## config.mk

```make
export PLATFORM = sky130hd
export DESIGN_NAME = signed_seq_divider_32
export DESIGN_NICKNAME = d
export VERILOG_FILES = /design/src/rtl/arith_pkg.sv /design/src/rtl/div_restore_step.sv /design/src/rtl/signed_seq_divider_32.sv
export SDC_FILE = /design/constraint.sdc
export NUM_CORES = 1
export LEC_CHECK = 0
export BUFFER_PORTS_ARGS = -buffer_cell sky130_fd_sc_hd__buf_2
export CAP_MARGIN = 5
export CORE_MARGIN = 2
export CORE_UTILIZATION = 56
export CTS_BUF_LIST = sky130_fd_sc_hd__clkbuf_2 sky130_fd_sc_hd__clkbuf_4 sky130_fd_sc_hd__clkbuf_8
export CTS_CLUSTER_DIAMETER = 100
export DETAILED_ROUTE_END_ITERATION = 16
export GPL_ROUTABILITY_DRIVEN = 0
export GPL_TIMING_DRIVEN = 0
export PLACE_DENSITY = 0.89
export SLEW_MARGIN = 5
export SYNTH_ARGS = -nofsm -noshare
export SYNTH_HDL_FRONTEND = slang
export SYNTH_HIERARCHICAL = 1
export SYNTH_SLANG_ARGS = --single-unit
```

## constraint.sdc

```tcl
create_clock -name clk -period 7.7 [get_ports clk]
set_input_delay 1.155 -clock clk [delete_from_list [all_inputs] [get_ports clk]]
set_output_delay 1.155 -clock clk [all_outputs]
set_load 0.005 [all_outputs]
```

## src/rtl/arith_pkg.sv

```systemverilog
// Shared arithmetic definitions: divider FSM encoding and sizing helpers.
package arith_pkg;

  localparam int DIV_WIDTH = 32;

  typedef enum logic [1:0] {
    IDLE = 2'd0,
    LOAD = 2'd1,
    RUN  = 2'd2,
    FIX  = 2'd3
  } div_state_t;

  function automatic int cnt_width(input int w);
    return (w > 1) ? $clog2(w) : 1;
  endfunction

  localparam int CNT_W = cnt_width(DIV_WIDTH);

endpackage

```

## src/rtl/div_restore_step.sv

```systemverilog
// One radix-2 restoring division step on magnitudes.
module div_restore_step
  import arith_pkg::*;
#(
  parameter int WIDTH = DIV_WIDTH
) (
  input  logic [WIDTH-1:0] rem,
  input  logic [WIDTH-1:0] quo,
  input  logic [WIDTH:0]   dmag,
  output logic [WIDTH-1:0] rem_nxt,
  output logic [WIDTH-1:0] quo_nxt
);

  logic [WIDTH:0]   sh;
  logic [WIDTH+1:0] diff;
  logic             diff_unused;

  assign sh          = {rem, quo[WIDTH-1]};
  assign diff        = {1'b0, sh} - {1'b0, dmag};
  assign diff_unused = diff[WIDTH];

  // partial remainder stays below the divisor, so WIDTH bits hold it
  always_comb begin
    rem_nxt = sh[WIDTH-1:0];
    quo_nxt = {quo[WIDTH-2:0], 1'b0};
    if (!diff[WIDTH+1]) begin
      rem_nxt = diff[WIDTH-1:0];
      quo_nxt = {quo[WIDTH-2:0], 1'b1};
    end
  end

endmodule

```

## src/rtl/signed_seq_divider_32.sv

```systemverilog
// Multi-cycle signed restoring divider with start/busy/done handshake.
// Optional DIV_ZERO_FAST_EN: zero divisor skips the iteration phase.
module signed_seq_divider_32
  import arith_pkg::*;
#(
  parameter int WIDTH = DIV_WIDTH
) (
  input  logic             clk,
  input  logic             rst,
  input  logic             start,
  input  logic [WIDTH-1:0] dividend,
  input  logic [WIDTH-1:0] divisor,
  output logic             busy,
  output logic             done,
  output logic [WIDTH-1:0] quotient,
  output logic [WIDTH-1:0] remainder,
  output logic             div_by_zero
);

  localparam int CW = cnt_width(WIDTH);
  localparam logic [CW-1:0] LAST_RUN = CW'(WIDTH - 2);

  div_state_t state, nstate;

  logic [CW-1:0]    cnt;
  logic [WIDTH-1:0] a_raw, b_raw;
  logic [WIDTH-1:0] rem, quo;
  logic [WIDTH:0]   dmag;
  logic             sign_q, sign_r, dz;

  logic [WIDTH-1:0] amag;
  logic [WIDTH:0]   bmag, bext;
  logic [WIDTH-1:0] rem_nxt, quo_nxt;
  logic             b_zero;

  assign amag   = a_raw[WIDTH-1] ? -a_raw : a_raw;
  assign bext   = {b_raw[WIDTH-1], b_raw};
  assign bmag   = b_raw[WIDTH-1] ? -bext : bext;
  assign b_zero = (b_raw == '0);
  assign busy   = (state != IDLE);

  div_restore_step #(
    .WIDTH(WIDTH)
  ) u_step (
    .rem    (rem),
    .quo    (quo),
    .dmag   (dmag),
    .rem_nxt(rem_nxt),
    .quo_nxt(quo_nxt)
  );

  always_ff @(posedge clk or posedge rst) begin
    if (rst) state <= IDLE;
    else     state <= nstate;
  end

  always_comb begin
    nstate = state;
    unique case (state)
      IDLE: if (start) nstate = LOAD;
`ifdef DIV_ZERO_FAST_EN
      LOAD: nstate = b_zero ? FIX : RUN;
`else
      LOAD: nstate = RUN;
`endif
      RUN:  if (cnt == LAST_RUN) nstate = FIX;
      FIX:  nstate = IDLE;
      default: nstate = IDLE;
    endcase
  end

  // final iteration is folded into FIX, feeding the sign fix-up directly
  always_ff @(posedge clk or posedge rst) begin
    if (rst) begin
      cnt         <= '0;
      a_raw       <= '0;
      b_raw       <= '0;
      rem         <= '0;
      quo         <= '0;
      dmag        <= '0;
      sign_q      <= 1'b0;
      sign_r      <= 1'b0;
      dz          <= 1'b0;
      done        <= 1'b0;
      quotient    <= '0;
      remainder   <= '0;
      div_by_zero <= 1'b0;
    end else begin
      done <= 1'b0;
      unique case (state)
        IDLE: begin
          if (start) begin
            a_raw <= dividend;
            b_raw <= divisor;
          end
        end
        LOAD: begin
          quo    <= amag;
          rem    <= '0;
          dmag   <= bmag;
          sign_q <= a_raw[WIDTH-1] ^ b_raw[WIDTH-1];
          sign_r <= a_raw[WIDTH-1];
          dz     <= b_zero;
          cnt    <= '0;
        end
        RUN: begin
          quo <= quo_nxt;
          rem <= rem_nxt;
          cnt <= cnt + CW'(1);
        end
        FIX: begin
          done        <= 1'b1;
          div_by_zero <= dz;
          if (dz) begin
            quotient  <= '1;
            remainder <= a_raw;
          end else begin
            quotient  <= sign_q ? -quo_nxt : quo_nxt;
            remainder <= sign_r ? -rem_nxt : rem_nxt;
          end
        end
        default: ;
      endcase
    end
  end

endmodule

```

Yosys cells after proc, flatten, opt, wreduce, memory -nomap -nowiden
Cells that the tools add are included.
{"block": "totals", "latchBits": 0, "ramBits": 0, "mem_count": 0, "mem_bits_ro": 0, "wordCells": 48, "output_inout_bits": 67, "inputBits": 67, "reg_bits": 237}
{"block": "classes", "reduce_logical": 6, "n_eq_ne": 6, "mux": 15, "n_bitwise": 1, "shifts": 0, "addsub": 6, "magnitude_cmp": 0, "mul": 0, "div": 0}
{"op": "2-to-1 mux 32 bit", "count": 6}
{"op": "case mux 32 bit (2 select lines)", "count": 2}
{"op": "negation 32 bit", "count": 3}
{"op": "subtractor 33 x 33 -> 34 bit", "count": 1}
{"op": "2-to-1 mux 33 bit", "count": 1}
{"op": "negation 33 bit", "count": 1}
{"op": "logical NOT 32 bit", "count": 1}
{"op": "case mux 5 bit (2 select lines)", "count": 1}
{"op": "case mux 2 bit (4 select lines)", "count": 1}
{"op": "adder 5 x 1 -> 5 bit, second input constant", "count": 1}
{"op": "equality test 5 bit, second input constant", "count": 1}
{"op": "equality test 2 bit, second input constant", "count": 2}
{"op": "2-to-1 mux 2 bit", "count": 2}
{"op": "!= test 2 bit, second input constant", "count": 2}
{"op": "AND reduction 2 bit", "count": 2}
{"op": "nonzero test 2 bit", "count": 2}
{"op": "equality test 2 x 1 -> 1 bit, second input constant", "count": 1}
{"op": "logical NOT 2 bit", "count": 1}
{"op": "2-to-1 mux 1 bit", "count": 2}
{"op": "XOR 1 bit", "count": 1}

Depth between registers and ports, before layout
{"block": "depth", "word_depth": 5, "depth_mapped": 20, "mapped_depth_nobuf": 18}

By module
Netlist, hierarchy kept.
{"module": "signed_seq_divider_32", "n_inst": 1, "area_per_inst_um2": 11945.2, "cells_each": 1204}
{"module": "div_restore_step", "n_inst": 1, "area_per_inst_um2": 2755.1, "cells_each": 362}

Worst setup path before layout
Ideal clock, no wire load.
{"block": "synth_path", "kind": "reg2reg", "startpoint": "reg quo[31]", "endpoint": "reg remainder[31]", "path_buffers": 0, "required_time_ps": 7577, "arrival_ps": 4373, "setup_slack_ps": 3204, "path_stages_with_launch": 18, "synth_period_minus_slack_ps": 4496, "setup_ps": 123, "cell_sequence": "dfrtp_1 -> inv_1 -> ha_1 -> inv_1 -> fa_1 -> a211oi_1 -> o211ai_1 -> a2111oi_0 -> nor3_1 -> a41oi_1 -> mux2i_1 -> o211ai_1 -> mux2_4 -> or3_1 -> or3_1 -> or3_1 -> or3_1 -> o221a_1"}
{"block": "synth_via", "elab_chain_len": 5}
{"element": "start, declared", "line": "signed_seq_divider_32.sv:27", "source": "logic [WIDTH-1:0] rem, quo;"}
{"element": "start signal, assigned", "line": "signed_seq_divider_32.sv:98", "source": "quo <= amag;"}
{"element": "start signal, assigned", "line": "signed_seq_divider_32.sv:107", "source": "quo <= quo_nxt;"}
{"element": "subtractor 33 x 33 -> 34 bit", "line": "div_restore_step.sv:19", "source": "assign diff = {1'b0, sh} - {1'b0, dmag};"}
{"element": "2-to-1 mux 32 bit", "line": "div_restore_step.sv:26", "source": "if (!diff[WIDTH+1]) begin"}
{"element": "net rem_nxt[16]", "line": "signed_seq_divider_32.sv:33", "source": "logic [WIDTH-1:0] rem_nxt, quo_nxt;"}
{"element": "negation 32 bit", "line": "signed_seq_divider_32.sv:119", "source": "remainder <= sign_r ? -rem_nxt : rem_nxt;"}
{"element": "2-to-1 mux 32 bit", "line": "signed_seq_divider_32.sv:119"}
{"element": "2-to-1 mux 32 bit", "line": "signed_seq_divider_32.sv:114", "source": "if (dz) begin"}
{"element": "end signal, assigned", "line": "signed_seq_divider_32.sv:116", "source": "remainder <= a_raw;"}
{"element": "end signal, assigned", "line": "signed_seq_divider_32.sv:119"}
{"element": "end, declared", "line": "signed_seq_divider_32.sv:16", "source": "output logic [WIDTH-1:0] remainder,"}
The timed path passes the listed nets, and every way through them passes these cells.
A chain may end at the register's enable or synchronous reset.

Worst setup path after layout
Ends and elaborated chain as after synthesis.

==> out/summary.json <==
{
  "finalSetupViolations": 0,
  "cp_data_required_time_ps": 8200,
  "post_drt_via_cell_ratio": 6.14,
  "timing.slew.headroom_pct": 38.0,
  "grt_pass1_wl_um": 65200,
  "power.combinational.fraction_pct": 48.7,
  "async_flop_share_pct": 100,
  "cts_tree": "done",
  "syn-cell-area_um2": 14700,
  "report.final.hold_viol_count": 0,
  "grt_antenna_before_repair": 0,
  "routed_wire_length_per_instance_um": 19.1,
  "detailed_placement_wirelength_estimate_um": 29500,
  "p_leak_nw": 7.66,
  "dieWidth_um": 166,
  "timing.fmax_mhz": 185,
  "clk_path_buf_depth": 3,
  "final_max_slew_viol_count": 0,
  "setup_slack_ps": 2280,
  "grt_pass1_vias": 12800,
  "num_antenna_cells": 0,
  "number_of_nets_in_the_finished_design": 1856,
  "ys_types": 77,
  "yosys_reg_bits": 237,
  "grt_overflow": 0,
  "ys.warnings.count": 6,
  "endpoint_kind": "register",
  "dpl_worst_slack_ps": 2500,
  "power_frac_seq_pct": 32.9,
  "synth.top_cells.by_count": "dfrtp_1, o21ai_0, nand2_1",
  "power_report.internal_total_mw": 3.93,
  "grt_max_degree": 130,
  "final_period_minus_worst_setup_slack_ps": 5420,
  "core_um2": 25900,
  "mappedNetlistNets": 1678,
  "power_frac_clock_pct": 18.3,
  "post-synth-top-area-fraction_pct": 40.3,
  "timing.hold.worst.class": "register to register",
  "initial_utilization_pct": 56.7,
  "worstSetupStartpointType": "register",
  "cp_data_arrival_time_ps": 5920,
  "h-tree-depth": 2,
  "first_pass_iters": 6,
  "status": "finished clean",
  "ctsHoldBuffers": 0,
  "postCtsSetupRepairBufs": 0,
  "finalHoldWorstSlack_ps": 508,
  "via_count": 13000,
  "number_of_flops_mapped_to_enable_cells_by_yosys": 0,
  "post_route_cells_drive_above_1_share_pct": 21.8,
  "path_class": "register to register",
  "yosys-top-cells-area": "dfrtp_1, xor2_1, mux2_2",
  "worst_pin_slew_ps": 922,
  "die_area_um2": 27600,
  "post-synth-top-area-cell": "dfrtp_1",
  "timing.clock.skew_ps": 39.4,
  "synthesis.instances": 1566,
  "portBuffers": 133,
  "cts_num_sinks": 237,
  "path_max_fanout": 5,
  "syn2layout_area_growth_pct": 13.9,
  "p_sw_share_pct": 43.9,
  "synthFlopType": "dfrtp_1",
  "pwr_dens_nw_per_um2": 419,
  "synthesis.area_per_instance_um2": 9.39,
  "drv_cap": 0,
  "net-switching-power_mw": 3.08,
  "final.period_utilization_pct": 70.4,
  "post-synth-top-count-cell": "dfrtp_1",
  "drt-initial-drc-count": 1403,
  "track_usage_pct": 29.0,
  "cts_repair_resize_count": 0,
  "ant_nets": 0,
  "rsz0062_at_grt": "no",
  "ir_worst_vdd_mv": 0.243,
  "die-height_um": 166,
  "worst_setup_hold_path_clk_slew_ps": 60,
  "placementRows": 59,
  "ys_seq_area_share_pct": 40.3,
  "drc": 0,
  "totalWireLength_um": 40300,
  "clk_lat_worst_skew_ps": 580,
  "io_pins": 134,
  "cts_inserted_buffers": 42,
  "clk_root_buffer_cell": "clkbuf_8"
}
placed cells by master, fill, tap and decap left out, drive strengths merged, types with 35 or more instances in the layout:
cell    instances
nor2          104
o31ai          35
mux2          108
inv           105
o21ai         152
dfrtp         237
xor2          111
clkbuf        123
nand2         129
buf           184
a21oi         110
ha             44
logic make-up (layout without fill, tap and decap cells):
kind of cell / count (synthesis) / count (layout) / synth area share [%]
buffers and inverters: 212 / 422 / 6.59
AO/OA/AOI/OAI: 408 / 408 / 17.5
AND/OR/NAND/NOR: 404 / 404 / 13.6
adder cells (fa/ha/maj): 45 / 45 / 3.88
multiplexers: 117 / 117 / 9.58
XOR/XNOR: 143 / 143 / 8.52
flip-flops: 237 / 237 / 40.3
final timing paths:
path,end,start,cells past startpoint,slack (ps)
hold / removal,remainder[21],remainder[21],2,510
min in group asynchronous,quotient[5],rst,2,700
setup / recovery,remainder[31],quo[31],18,2280
max in group asynchronous,dmag[31],rst,3,5880
setup reg to reg,remainder[31],quo[31],18,2280
hold reg to reg,remainder[21],remainder[21],2,510
metal layers:
metal  vias to the layer above  track usage (%)  wire [um]
met5                         -                0          0
met4                         0             14.7       2160
li1                       5874                -          -
met2                       726             48.3      19100
met3                       194             6.65       3820
met1                      6158             35.3      15300
flip-flops by register name, indices dropped and copies added, names as in the netlist:
| name | count |
|---|---|
| sign_r | 1 |
| rem | 32 |
| sign_q | 1 |
| div_by_zero | 1 |
| done | 1 |
| dz | 1 |
| b_raw | 32 |
| quotient | 32 |
| a_raw | 32 |
| state | 2 |
| dmag | 33 |
| remainder | 32 |
| cnt | 5 |
| quo | 32 |
power by group through the flow:
| stage | sequential [mW] | clock, mW | combinational, mW |
|---|---|---|---|
| 3_3_place_gp | 2.27 | 0 | 3.16 |
| 4_1_cts | 2.29 | 1.30 | 3.36 |
| 2_1_floorplan | 2.15 | 0 | 2.42 |
| 6_report | 2.31 | 1.29 | 3.42 |
| 5_1_grt | 2.36 | 1.36 | 3.75 |
| 3_5_place_dp | 2.30 | 0 | 3.32 |
stage by stage:
step | setup TNS (ps) | cell area [um2] | utilization [%] | std cells | power [mW]
after detailed placement | 0 | 15800 | 61.1 | 2035 | 5.62
after global routing | 0 | 16700 | 64.6 | 2111 | 7.47
after CTS | 0 | 16700 | 64.6 | 2111 | 6.95
after global placement | -510040 | 15800 | 60.9 | 2034 | 5.42
after floorplan | 0 | 14700 | - | 1566 | 4.57
final | 0 | 16700 | 64.6 | 2111 | 7.01
cell type report:
type | count | area (um2)
Buffer | 108 | 578
Tap cell | 335 | 419
Multi-Input combinational cell | 1117 | 7800
Clock inverter | 11 | 115
Fill cell | 1973 | 9160
Timing Repair Buffer | 134 | 693
Sequential cell | 237 | 5930
Clock buffer | 65 | 813
Inverter | 104 | 398
worst max-delay path, cell delays in order (launching register included):
cell	delay (ps)
dfrtp_1	380
inv_1	160
ha_1	200
inv_1	60
fa_1	430
a211oi_1	350
o211ai_1	210
a2111oi_0	470
nor3_1	180
a41oi_1	320
mux2i_1	230
o211ai_1	110
mux2_4	320
or3_1	440
or3_1	320
or3_1	420
or3_1	430
o2111ai_1	120
o221a_1	200
Note: power is estimated with default switching activity, not from simulation.
